===== config.mk =====
export PLATFORM = sky130hd
export DESIGN_NAME = clkdiv_sched
export DESIGN_NICKNAME = d
export VERILOG_FILES = /design/src/rtl/clkdiv_sched.sv
export SDC_FILE = /design/constraint.sdc
export NUM_CORES = 1
export LEC_CHECK = 0
export ABC_AREA = 1
export CORE_MARGIN = 4
export CORE_UTILIZATION = 49
export CTS_CLUSTER_DIAMETER = 80
export DETAILED_ROUTE_END_ITERATION = 10
export PLACE_DENSITY = 0.73
export SLEW_MARGIN = 20
export SYNTH_ARGS = -nofsm -noshare
export SYNTH_HDL_FRONTEND = slang
export SYNTH_SLANG_ARGS = --single-unit
export TNS_END_PERCENT = 20

===== constraint.sdc =====
create_clock -name clk -period 2.95 [get_ports clk]
set_input_delay 0.885 -clock clk [delete_from_list [all_inputs] [get_ports clk]]
set_output_delay 0.885 -clock clk [all_outputs]
set_load 0.01 [all_outputs]

===== src/rtl/clkdiv_sched.sv =====
// Programmable clock divider with a boundary-synchronised ratio scheduler.
// Optional CLKDIV_SCHED_SWCNT_EN adds a saturating ratio-switch counter output.
module clkdiv_sched #(
    parameter int CNT_W   = 8,
    parameter int DEF_DIV = 4
) (
    input  logic             clk,
    input  logic             rst,
    input  logic             run,
    input  logic             cfg_valid,
    input  logic [CNT_W-1:0] cfg_div,
    output logic             cfg_ready,
    output logic             cfg_err,
    output logic             clk_out,
    output logic             tick,
    output logic             busy,
`ifdef CLKDIV_SCHED_SWCNT_EN
    output logic [7:0]       switch_cnt,
`endif
    output logic [CNT_W-1:0] cur_div
);

    // state   | meaning
    // STOPPED | output held low, cnt held at 0, waiting for run
    // RUN     | cnt cycles 0..cur_div-1, one output period per wrap
    typedef enum logic {STOPPED, RUN} state_t;

    localparam logic [CNT_W-1:0] DEF_DIV_V = CNT_W'(DEF_DIV);

    state_t           state, state_nxt;
    logic [CNT_W-1:0] cnt, cnt_nxt;
    logic [CNT_W-1:0] cur_div_nxt;
    logic             pend, pend_nxt;
    logic [CNT_W-1:0] pend_div, pend_div_nxt;
    logic             err_nxt, tick_nxt, clk_out_nxt;
    logic             xfer, legal, boundary;

    assign xfer     = cfg_valid && cfg_ready;
    assign legal    = (cfg_div >= CNT_W'(2));
    assign boundary = (cnt == cur_div - CNT_W'(1));

    always_comb begin
        state_nxt    = state;
        cnt_nxt      = cnt;
        cur_div_nxt  = cur_div;
        pend_nxt     = pend;
        pend_div_nxt = pend_div;
        err_nxt      = xfer && !legal;
        tick_nxt     = 1'b0;
        clk_out_nxt  = 1'b0;

        case (state)
            STOPPED: begin
                if (xfer && legal)
                    cur_div_nxt = cfg_div;
                if (run) begin
                    state_nxt = RUN;
                    cnt_nxt   = '0;
                end
            end
            RUN: begin
                if (boundary) begin
                    // A ratio arriving exactly on the boundary skips the pending slot.
                    if (pend) begin
                        cur_div_nxt = pend_div;
                        pend_nxt    = 1'b0;
                    end else if (xfer && legal) begin
                        cur_div_nxt = cfg_div;
                    end
                    cnt_nxt = '0;
                    if (!run)
                        state_nxt = STOPPED;
                end else begin
                    cnt_nxt = cnt + CNT_W'(1);
                    if (xfer && legal) begin
                        pend_nxt     = 1'b1;
                        pend_div_nxt = cfg_div;
                    end
                end
            end
            default: state_nxt = STOPPED;
        endcase

        // Outputs are registered, so derive them from the next-cycle counter and ratio.
        if (state_nxt == RUN) begin
            clk_out_nxt = (cnt_nxt < (cur_div_nxt >> 1));
            tick_nxt    = (cnt_nxt == '0);
        end
    end

    always_ff @(posedge clk) begin
        if (!rst) begin
            state     <= STOPPED;
            cnt       <= '0;
            cur_div   <= DEF_DIV_V;
            pend      <= 1'b0;
            pend_div  <= '0;
            cfg_ready <= 1'b1;
            cfg_err   <= 1'b0;
            clk_out   <= 1'b0;
            tick      <= 1'b0;
            busy      <= 1'b0;
        end else begin
            state     <= state_nxt;
            cnt       <= cnt_nxt;
            cur_div   <= cur_div_nxt;
            pend      <= pend_nxt;
            pend_div  <= pend_div_nxt;
            cfg_ready <= !pend_nxt;
            cfg_err   <= err_nxt;
            clk_out   <= clk_out_nxt;
            tick      <= tick_nxt;
            busy      <= (state_nxt == RUN);
        end
    end

`ifdef CLKDIV_SCHED_SWCNT_EN
    always_ff @(posedge clk) begin
        if (!rst)
            switch_cnt <= '0;
        else if ((cur_div_nxt != cur_div) && (switch_cnt != 8'hFF))
            switch_cnt <= switch_cnt + 8'd1;
    end
`endif

endmodule


; ---- After elaboration in Yosys (flattened, before gate mapping)
; Index checks and enable logic that the tools add are counted.
[word_totals]
inputBits = 12
reg_bits = 30
out_inout_bits = 13
[classes]
n_addsub = 2
n_reduce_logical = 8
bitwise = 2
magnitude_cmp = 2
n_eq_ne = 2
n_mux = 13
[ops]
columns = operator, n
row1 = 8-bit 2-to-1 mux, 5
row2 = 8-bit case mux with 2 select lines, 2
row3 = 8-bit by 1-bit adder with 8-bit output (second input constant), 1
row4 = 8-bit == test, 1
row5 = 8-bit by 2-bit >= comparator with 1-bit output (second input constant), 1
row6 = 8-bit zero test, 1
row7 = 8-bit by 7-bit < comparator with 1-bit output, 1
row8 = 8-bit by 1-bit subtractor with 8-bit output (second input constant), 1
row9 = 1-bit 2-to-1 mux, 5
row10 = 1-bit logical AND, 3
row11 = 3-bit AND reduction, 1
row12 = 1-bit zero test, 2
row13 = 2-bit by 1-bit inequality test with 1-bit output (second input constant), 1
row14 = 1-bit NOT, 2
row15 = 1-bit case mux with 2 select lines, 1
row16 = 2-bit AND reduction, 1

; ---- Longest topological paths before layout
; Gate-level depths: netlist (run 1).
[depth]
ltp_word = 7
mapped_depth = 22
mapped_depth_nobuf = 22

; ---- Worst setup path after synthesis (run 1)
; OpenSTA, ideal clock, no wires.
[synth_path]
kind = input to register
start = in cfg_div[1]
end = reg clk_out
path_stages = 12
path_slack_ns = 0.290
arrival_ns = 2.590
path_cell_list = nor3_1 -> nand2_1 -> nand2_1 -> clkbuf_1 -> o21ai_0 -> o21ai_0 -> nor2_1 -> a221oi_2 -> ha_1 -> a21oi_1 -> nand2_1 -> a21oi_1
[synth_via]
elab_chain_len = 7
[synth_lines]
columns = element, line
row1 = "start, declared", 11  ; input logic [CNT_W-1:0] cfg_div,
row2 = 8-bit by 2-bit >= comparator with 1-bit output, 39  ; assign legal = (cfg_div >= CNT_W'(2));
row3 = 1-bit logical AND, "54, 67"
row4 = 8-bit 2-to-1 mux (*), "54, 67"
row5 = 8-bit 2-to-1 mux, 64  ; if (pend) begin
row6 = 8-bit 2-to-1 mux, 62  ; if (boundary) begin
row7 = 8-bit case mux with 2 select lines (*), 52  ; case (state)
row8 = 8-bit by 7-bit < comparator with 1-bit output (*), 86  ; clk_out_nxt = (cnt_nxt < (cur_div_nxt >> 1));
row9 = "end signal, assigned", 111  ; clk_out <= clk_out_nxt;
row10 = "end, declared", 14  ; output logic clk_out,
; Every way passes the cells marked *; elsewhere a longest branch is shown, timed or not. The select of a mux whose other input is x is not followed.
; A chain may end at the register's enable or synchronous reset.

; ---- Final worst setup path (run 1)
[layout_path]
start = in cfg_div[6]
end = reg clk_out
; The elaborated chain is that of the path after synthesis.

==> impl_metrics.yaml, run 1 <==
drt:
  routedWlPerCell_um: 13.4
  wl_um: 5240
  drt_iter0_markers: 127
  drcViolationCount: 0
  route.vias.total: 2048
  drtAntennaViolNets: 0
  viasPerCell: 5.25
  first_pass_iters: 4
floorplanning:
  die_h_um: 71.5
  dieArea_sq_um: 5110
  die_x_um: 71.5
  ios: 25
  start_util: 0.524
  coreArea_sq_um: 3770
  rows: 22
global_route:
  grt_pass1_wl_um: 8690
  globalRouteOverflowTotal: 0
  grt_max_degree: 17
  track_usage: 0.217
  grt_pass1_vias: 1908
  antenna_found_initial: 0
timing:
  max_freq_mhz: 350
  worstMarginPinSlew_ns: 0.583
  slew_headroom: 0.611
  setup_violations: 0
  period_share: 0.968
  drv_slew: 0
  skew_ns: 0.00348
  hold_viol_final: 0
  min_period_ns: 2.85
  fin_tns_setup_ns: 0
power_and_ir_drop:
  p_clk_frac: 0.285
  sw_frac_of_total: 0.336
  p_total_mw: 1.12
  p_leak_nw: 1.18
  ir_drop_mv: 0.298
  switchingPower_mw: 0.375
  power_frac_comb: 0.304
  pwr-share-seq: 0.411
  internal_power_mw: 0.740
  p_per_area_nw_per_um2: 433
min_path:
  min_path_type: "reg -> reg"
  holdPathStages: 2
  whs_endpoint: "pend_div[6]$_SDFFE_PN0P_"
  min_from: "pend_div[6]$_SDFFE_PN0P_"
final_layout:
  instances_no_fill: 390
  drive_gt1_frac: 0.213
  antenna_cells: 0
  syn2layout_area_growth_pct: 30.5
  fillers: 319
  final_nets: 362
synth:
  netlist_instances: 296
  synth_area_per_cell_sq_um: 6.67
  synth_cell_types: 33
  yosysWarnings: 0
  synth_seq_cells: 30
  syn-num-nets: 316
  synthesis.area_sq_um: 1970
  seq_area_frac_synth: 0.304
clock_tree:
  clock_latency_ns: 0.29
  cts.sinks: 30
  cts_tree: "done"
  cts.reportedPaths.clkPinSlew_ns: 0.06
  cts_root_buf: "clkbuf_8"
  cts_buffers: 5
  clock_path_buffers: 2
  cts_hold_buf: 0
  htreeDepth: 2
setup_path:
  slowest_stage: "clkdlybuf4s50_1"
  crit_type: "in -> reg"
  path_buf_inv: 5
  reg2reg_to: "clk_out$_SDFF_PN0_"
  required_ns: 3.18
  rr_startpoint: "cur_div[0]$_SDFFE_PN0P_"
  end_kind: "flip-flop"
  crit_family: "buffers and inverters"
  path_max_fanout: 8
  r2r_slack_ns: 0.19
  worst_r2r_path_depth: 19
  worstPathCellList: "clkdlybuf4s50_1 > inv_2 > nand2_1 > nor2_2 > nand2_1 > nand2_2 > buf_6 > nand2_1 > o21ai_1 > buf_4 > a221oi_4 > ha_4 > nand2_1 > inv_1 > nand2_1 > nand2_2 > a21oi_2"
  crit_arrival_ns: 3.08
  slowest_delay_ns: 0.50
  cpMostUsedCell: "nand2_1"
  start_kind: "input pin"
placed_design:
  dp.cells: 380
  hpwl_um: 3960
  io_buffers: 24
  gp_congestion: 0.857
job:
  cap_violations: 0
run_status:
  outcome: "completed"
cell type report:
type	count	area (sq um)	share of cell area
inverter	53	203	0.0787
tap	48	60.1	0.0233
timing repair buffer	46	414	0.161
sequential	30	601	0.233
clock buffer	5	68.8	0.0267
multi-input combinational	206	1220	0.474
clock inverter	2	10.0	0.00389
worst max path at each step:
stage / to / slack (ns) / cells after the start / from
2_1_floorplan: clk_out$_SDFF_PN0_ / 0.29 / 12 / cfg_div[1]
3_3_place_gp: clk_out$_SDFF_PN0_ / -0.19 / 15 / cfg_div[7]
3_5_place_dp: clk_out$_SDFF_PN0_ / -0.25 / 16 / cfg_div[7]
4_1_cts: clk_out$_SDFF_PN0_ / 0.04 / 15 / cfg_div[7]
5_1_grt: clk_out$_SDFF_PN0_ / -0.09 / 16 / cfg_div[6]
6_report: clk_out$_SDFF_PN0_ / 0.1 / 17 / cfg_div[6]
tightest hold or removal path: cells and delay by family, from the launching register on:
| family | cells | cell delay, ns |
|---|---|---|
| buffers and inverters | 1 | 0.06 |
| AO/OA/AOI/OAI | 1 | 0.06 |
| flip-flops | 1 | 0.30 |
through the flow:
stage	area, sq um	hold slack [ns]	utilization	setup WS, ns
6_report	2580	0.456	0.683	0.0954
5_1_grt	2580	0.492	0.683	-0.0890
4_1_cts	2460	0.458	0.652	0.0435
3_5_place_dp	2380	0.449	0.631	-0.246
3_3_place_gp	2380	0.441	0.631	-0.185
2_1_floorplan	1970	0.429	-	0.290
cells in the final DEF, fill, tap and decap left out, types with 9 or more instances in the layout:
| cell | count |
|---|---|
| dfxtp_1 | 30 |
| clkdlybuf4s50_1 | 22 |
| nand3_1 | 24 |
| nand2_1 | 60 |
| inv_1 | 43 |
| nor2_1 | 29 |
| buf_4 | 21 |
| o21ai_0 | 9 |
| nand2_2 | 10 |
cells in the mapped netlist, drive strengths merged:
cell	n	share of area
a211oi	3	0.011
a22oi	1	0.0038
o2111ai	1	0.0044
nor2	37	0.083
o221ai	3	0.013
a221oi	3	0.023
a21oi	8	0.020
clkinv	3	0.0063
nand4	3	0.0095
ha	8	0.051
nor3	6	0.018
a31oi	1	0.0032
o22ai	5	0.016
nor3b	1	0.0038
inv	50	0.096
o21ai	22	0.061
clkbuf	5	0.0095
nand2	72	0.16
xor2	8	0.035
dfxtp	30	0.30
buf	2	0.0095
nand3	24	0.061
timing repair:
item                       4_1_cts  5_1_grt
setup endpoints to repair        0        1
gates resized for setup          0       34
buffers inserted                 0        3
state kept, by name (all words and copies together), names as in the netlist:
signal     cells
clk_out        1
state          1
pend_div       8
cur_div        8
cfg_ready      1
cnt            8
tick           1
cfg_err        1
pend           1
layer usage:
| metal | track usage | vias to the layer above | routed length [um] |
|---|---|---|---|
| met5 | 0 | - | 0 |
| met4 | 0.0689 | 0 | 93 |
| met3 | 0.0589 | 11 | 359 |
| met2 | 0.333 | 53 | 2390 |
| met1 | 0.295 | 935 | 2400 |
| li1 | - | 1049 | - |
cell families after synthesis:
family	synth area share
flip-flops	0.304
AO/OA/AOI/OAI	0.157
AND/OR/NAND/NOR	0.331
buffers and inverters	0.122
adder cells (fa/ha/maj)	0.0507
XOR/XNOR	0.0355
power groups by stage:
stage	clock [mW]	combinational (mW)	sequential, mW
finish	0.318	0.339	0.458
global route	0.344	0.375	0.462
CTS	0.325	0.309	0.457
detailed placement	0	0.308	0.466
global placement	0	0.301	0.466
floorplan	0	0.184	0.466
No activity file was read; power rests on OpenSTA's default activity.
==> run 2: changes to the inputs <==
--- a/config.mk
+++ b/config.mk
@@ -6,6 +6,7 @@
 export NUM_CORES = 1
 export LEC_CHECK = 0
 export ABC_AREA = 1
+export CORE_ASPECT_RATIO = 1.4
 export CORE_MARGIN = 4
 export CORE_UTILIZATION = 49
 export CTS_CLUSTER_DIAMETER = 80
==> run 2 against run 1 <==
- cell count shrank 0.26%
- routed wire length grew 4.2%
- die area grew 0.29%
- critical endpoint unchanged
- non-clock buffer count grew 3
- cell area grew 3.2%
- clock power grew 8.5%
==> impl_metrics.yaml, run 2 (same netlist as run 1, synthesis figures left out) <==
run_status:
  outcome: "completed"
setup_path:
  end_kind: "flip-flop"
  start_kind: "input pin"
  worst_r2r_path_depth: 18
  rr_startpoint: "cur_div[1]$_SDFF_PN0_"
  path_max_fanout: 6
  crit_type: "in -> reg"
  crit_arrival_ns: 3.13
  r2r_slack_ns: 0.21
  reg2reg_to: "clk_out$_SDFF_PN0_"
  required_ns: 3.18
final_layout:
  stdcell_area_sq_um: 2660
  syn2layout_area_growth_pct: 34.6
  utilization: 0.678
  drive_gt1_frac: 0.249
  antenna_cells: 0
  mostFrequentLayoutCell: "nand2_1"
  final_cell_mix: "nand2_1 (58), inv_1 (42), dfxtp_1 (29)"
  final_nets: 365
  reg.largest.list: "cnt x8, cur_div x8, pend_div x8"
global_route:
  antenna_found_initial: 0
  grt_pass1_vias: 2018
  track_usage: 0.222
  grt_pass1_wl_um: 8710
  globalRouteOverflowTotal: 0
  grt_max_degree: 17
floorplanning:
  ios: 25
  die_h_um: 83.1
  rows: 27
  coreArea_sq_um: 3920
  dieArea_sq_um: 5120
  die_x_um: 61.7
  start_util: 0.504
drt:
  routedWlPerCell_um: 14.0
  route.vias.total: 2084
  viasPerCell: 5.36
  first_pass_iters: 4
  drtAntennaViolNets: 0
  drt_iter0_markers: 110
  drcViolationCount: 0
  wl_um: 5460
clock_tree:
  cts_tree: "done"
  clock_path_buffers: 2
  cts.sinks: 30
  htreeDepth: 2
  cts.reportedPaths.clkPinSlew_ns: 0.07
  cts_buffers: 5
  cts_root_buf: "clkbuf_8"
  clock_latency_ns: 0.29
min_path:
  whs_endpoint: "pend_div[6]$_SDFFE_PN0P_"
  min_from: "pend_div[6]$_SDFFE_PN0P_"
  min_path_type: "reg -> reg"
  holdPathStages: 2
timing:
  period_share: 0.981
  skew_ns: 0.00981
  whs_ns: 0.456
  drv_slew: 0
  setup_violations: 0
  slew_headroom: 0.626
  fin_tns_setup_ns: 0
  worstMarginPinSlew_ns: 0.560
  hold_viol_final: 0
  max_freq_mhz: 345
  min_period_ns: 2.89
placed_design:
  dpl_cell_area_sq_um: 2370
  hpwl_um: 4010
  gp_congestion: 0.900
  io_buffers: 24
power_and_ir_drop:
  p_total_mw: 1.17
  p_leak_nw: 1.22
  p_per_area_nw_per_um2: 439
  ir_drop_mv: 0.387
job:
  cap_violations: 0
==> run 2: cell types whose count changed in the layout (fill, tap and decap cells not counted), moves of 2 or more <==
cell             before  now
clkdlybuf4s50_1      22   20
dlymetal6s2s_1        2    4
nand2_1              60   58
o21ai_2               5    8
o21ai_1               8    5
buf_4                21   24
==> run 2: area by class of cell <==
class	count	area, sq um
fillers	341	1260
clock inverters	1	5.00
well taps	43	53.8
inverters	53	206
multi-input cells	206	1260
flip-flops and latches	30	602
clock buffers	7	86.3
repair buffers	49	442
==> run 2: per-stage QoR <==
stage               instances  setup WS [ns]
floorplan                 296          0.290
detailed placement        374         -0.394
global placement          374         -0.378
CTS                       382         0.0257
finish                    389         0.0554
global route              389        -0.0614
==> run 2: worst max-delay path, stage by stage <==
cell	delay, ns
clkdlybuf4s50_1	0.44
nor3_2	0.23
nand2_2	0.11
nand2_4	0.10
clkinvlp_4	0.13
nand2_1	0.07
o21ai_1	0.08
o21ai_1	0.17
nor2_2	0.08
a221oi_4	0.23
ha_1	0.28
nand2_1	0.07
nand2_1	0.05
nand2_1	0.05
nand2_1	0.05
a21oi_2	0.10
==> run 2: how the worst max path moves through the flow <==
stage          slack (ns)  depth (start not counted)                 end        from
2_1_floorplan        0.29                         12  clk_out$_SDFF_PN0_  cfg_div[1]
3_3_place_gp        -0.38                         16  clk_out$_SDFF_PN0_  cfg_div[7]
3_5_place_dp        -0.39                         16  clk_out$_SDFF_PN0_  cfg_div[7]
4_1_cts              0.03                         15  clk_out$_SDFF_PN0_  cfg_div[7]
5_1_grt             -0.06                         16  clk_out$_SDFF_PN0_  cfg_div[1]
6_report             0.06                         16  clk_out$_SDFF_PN0_  cfg_div[1]
==> run 2: power breakdown <==
group          switching [mW]  total (mW)  leakage [nW]  internal [mW]
clock                   0.157       0.345        0.0482          0.188
sequential             0.0287       0.459         0.246          0.430
combinational           0.199       0.363         0.927          0.164
==> run 2: what timing repair did <==
action | 4_1_cts | 5_1_grt
buffers inserted | 0 | 6
gates resized for setup | 5 | 45
pin swaps | 1 | 16
hold buffers | 0 | 0
gates cloned | 0 | 1
setup endpoints to repair | 1 | 1
==> run 2: routing by layer <==
metal	global-route usage	vias up	share of wire
li1	-	1051	-
met1	0.261	964	0.40
met2	0.364	53	0.53
met3	0.0467	16	0.039
met4	0.106	0	0.031
met5	0	-	0
==> run 3: changes to the inputs <==
--- a/config.mk
+++ b/config.mk
@@ -12,6 +12,7 @@
 export CTS_CLUSTER_DIAMETER = 80
 export DETAILED_ROUTE_END_ITERATION = 10
 export PLACE_DENSITY = 0.73
+export REMOVE_ABC_BUFFERS = 1
 export SLEW_MARGIN = 20
 export SYNTH_ARGS = -nofsm -noshare
 export SYNTH_HDL_FRONTEND = slang
==> constraint.sdc (replaced) <==
create_clock -name clk -period 3.3 [get_ports clk]
set_input_delay 0.99 -clock clk [delete_from_list [all_inputs] [get_ports clk]]
set_output_delay 0.99 -clock clk [all_outputs]
set_load 0.01 [all_outputs]
==> run 3 against run 2 <==
- flip-flop and latch count stayed put
- combinational power is 25% lower
- clock skew is 0.0034 ns lower
- via count is 4.8% lower
- sequential power is 11% lower
- register-to-register slack better by 0.23 ns
- cell area is 7.8% lower
- first-iteration DRC count is 35% lower
- die area stayed put
- sequential share of layout area is 1.9 points higher
- worst setup slack better by 0.11 ns
- worst hold slack better by 0.0035 ns
- largest power group unchanged
==> impl_metrics.yaml, run 3 (same netlist as run 1, synthesis figures left out) <==
drt:
  routedWlPerCell_um: 13.1
  drtAntennaViolNets: 0
  wl_um: 4980
  route.vias.total: 1984
  first_pass_iters: 4
  drcViolationCount: 0
  drt_iter0_markers: 71
  viasPerCell: 5.21
setup_path:
  path_buf_inv: 3
  crit_arrival_ns: 3.31
  cp_num_cells: 16
  end_kind: "flip-flop"
  rr_startpoint: "cur_div[0]$_SDFFE_PN0P_"
  cp-startpoint: "cfg_div[7]"
  start_kind: "input pin"
  cp-endpoint: "clk_out$_SDFF_PN0_"
  path_max_fanout: 11
  worstPathCellList: "clkdlybuf4s50_1 > inv_1 > nand2_1 > nor2_1 > nand2_1 > nand2_1 > buf_4 > nand2_1 > o21ai_0 > o21ai_0 > nand2_1 > o221ai_1 > ha_1 > nand2_1 > nor3b_1 > a21oi_1"
  required_ns: 3.47
  reg2reg_to: "clk_out$_SDFF_PN0_"
  worst_r2r_path_depth: 19
  crit_family: "simple AND/OR/NAND/NOR gates"
  slowest_delay_ns: 0.42
  slowest_stage: "clkdlybuf4s50_1"
  r2r_slack_ns: 0.44
  crit_type: "in -> reg"
  cpMostUsedCell: "nand2_1"
power_and_ir_drop:
  p_per_area_nw_per_um2: 403
  ir_drop_mv: 0.331
  p_total_mw: 0.987
  p_leak_nw: 1.13
global_route:
  antenna_found_initial: 0
  globalRouteOverflowTotal: 0
  grt_max_degree: 17
  grt_pass1_vias: 1968
  track_usage: 0.213
  grt_pass1_wl_um: 8490
timing:
  whs_ns: 0.459
  rsz0062_at_grt: "false"
  setup_violations: 0
  period_share: 0.951
  hold_viol_final: 0
  skew_ns: 0.00641
  worstMarginPinSlew_ns: 0.492
  worst_slack_ns: 0.163
  max_freq_mhz: 319
  slew_headroom: 0.672
  drv_slew: 0
  min_period_ns: 3.14
final_layout:
  final_nets: 357
  utilization: 0.625
  reg.largest.list: "cnt x8, cur_div x8, pend_div x8"
  drive_gt1_frac: 0.145
  antenna_cells: 0
  syn2layout_area_growth_pct: 24.1
  mostFrequentLayoutCell: "nand2_1"
  final_cell_mix: "nand2_1 (64), inv_1 (47), nor2_1 (31)"
min_path:
  min_path_type: "reg -> reg"
placed_design:
  hpwl_um: 3990
  place_ws_ns: -0.104
  gp_congestion: 0.905
  io_buffers: 24
floorplanning:
  die_x_um: 61.7
  ios: 25
  die_h_um: 83.1
  start_util: 0.504
  dieArea_sq_um: 5120
  coreArea_sq_um: 3920
  rows: 27
clock_tree:
  cts_root_buf: "clkbuf_8"
  cts.sinks: 30
  cts.reportedPaths.clkPinSlew_ns: 0.07
  cts_buffers: 5
  clock_latency_ns: 0.29
  clock_path_buffers: 2
  cts_tree: "done"
  htreeDepth: 2
  cts_hold_buf: 0
job:
  cap_violations: 0
run_status:
  outcome: "completed"
run 3: changes by cell type in the layout (fill, tap and decap cells not counted), moves of 5 or more:
| cell | delta |
|---|---|
| nand2_1 | +6 |
| o21ai_2 | -5 |
| inv_1 | +5 |
| o21ai_0 | +9 |
| buf_4 | -7 |
| nand2_2 | -5 |
run 3: where the power goes:
group,total (mW),internal [mW],switching [mW]
combinational,0.273,0.120,0.153
sequential,0.408,0.385,0.0232
clock,0.307,0.168,0.139
run 3: repair_timing:
| item | in CTS | in global routing |
|---|---|---|
| resized for setup | 0 | 1 |
| setup buffers | 0 | 0 |
| setup endpoints to repair | 0 | 1 |
run 3: tightest hold or removal path: stages, from the launching register on:
cell and delay [ns]:
dfxtp_1 0.30, inv_1 0.06, a21oi_1 0.05
run 3: layout make-up:
type                            count  area, sq um
Fill cell                         393         1470
Clock inverter                      1         5.00
Multi-Input combinational cell    206         1130
Timing Repair Buffer               41          368
Tap cell                           43         53.8
Clock buffer                        7         86.3
Inverter                           53          203
Sequential cell                    30          601
run 3: worst min path at each step:
| stage | startpoint | endpoint | cells after the start |
|---|---|---|---|
| 2_1_floorplan | pend_div[2]$_SDFFE_PN0P_ | pend_div[2]$_SDFFE_PN0P_ | 2 |
| 3_3_place_gp | pend_div[4]$_SDFFE_PN0P_ | pend_div[4]$_SDFFE_PN0P_ | 2 |
| 3_5_place_dp | pend_div[4]$_SDFFE_PN0P_ | pend_div[4]$_SDFFE_PN0P_ | 2 |
| 4_1_cts | pend_div[4]$_SDFFE_PN0P_ | pend_div[4]$_SDFFE_PN0P_ | 2 |
| 5_1_grt | pend_div[4]$_SDFFE_PN0P_ | pend_div[4]$_SDFFE_PN0P_ | 2 |
| 6_report | pend_div[4]$_SDFFE_PN0P_ | pend_div[4]$_SDFFE_PN0P_ | 2 |
run 3: layer usage:
| metal | track usage | share of wire | wire [um] | vias up |
|---|---|---|---|---|
| met4 | 0.0869 | 0.027 | 136 | 0 |
| met3 | 0.0451 | 0.053 | 266 | 13 |
| li1 | - | - | - | 1037 |
| met1 | 0.239 | 0.40 | 2010 | 879 |
| met2 | 0.369 | 0.52 | 2570 | 55 |
| met5 | 0 | 0 | 0 | - |
run 3: per-stage QoR:
stage / setup TNS [ns] / area (sq um) / std cells
finish: 0 / 2450 / 381
CTS: 0 / 2450 / 381
global placement: -0.173 / 2360 / 373
detailed placement: -0.104 / 2360 / 373
global route: 0 / 2450 / 381
floorplan: 0 / 1940 / 289
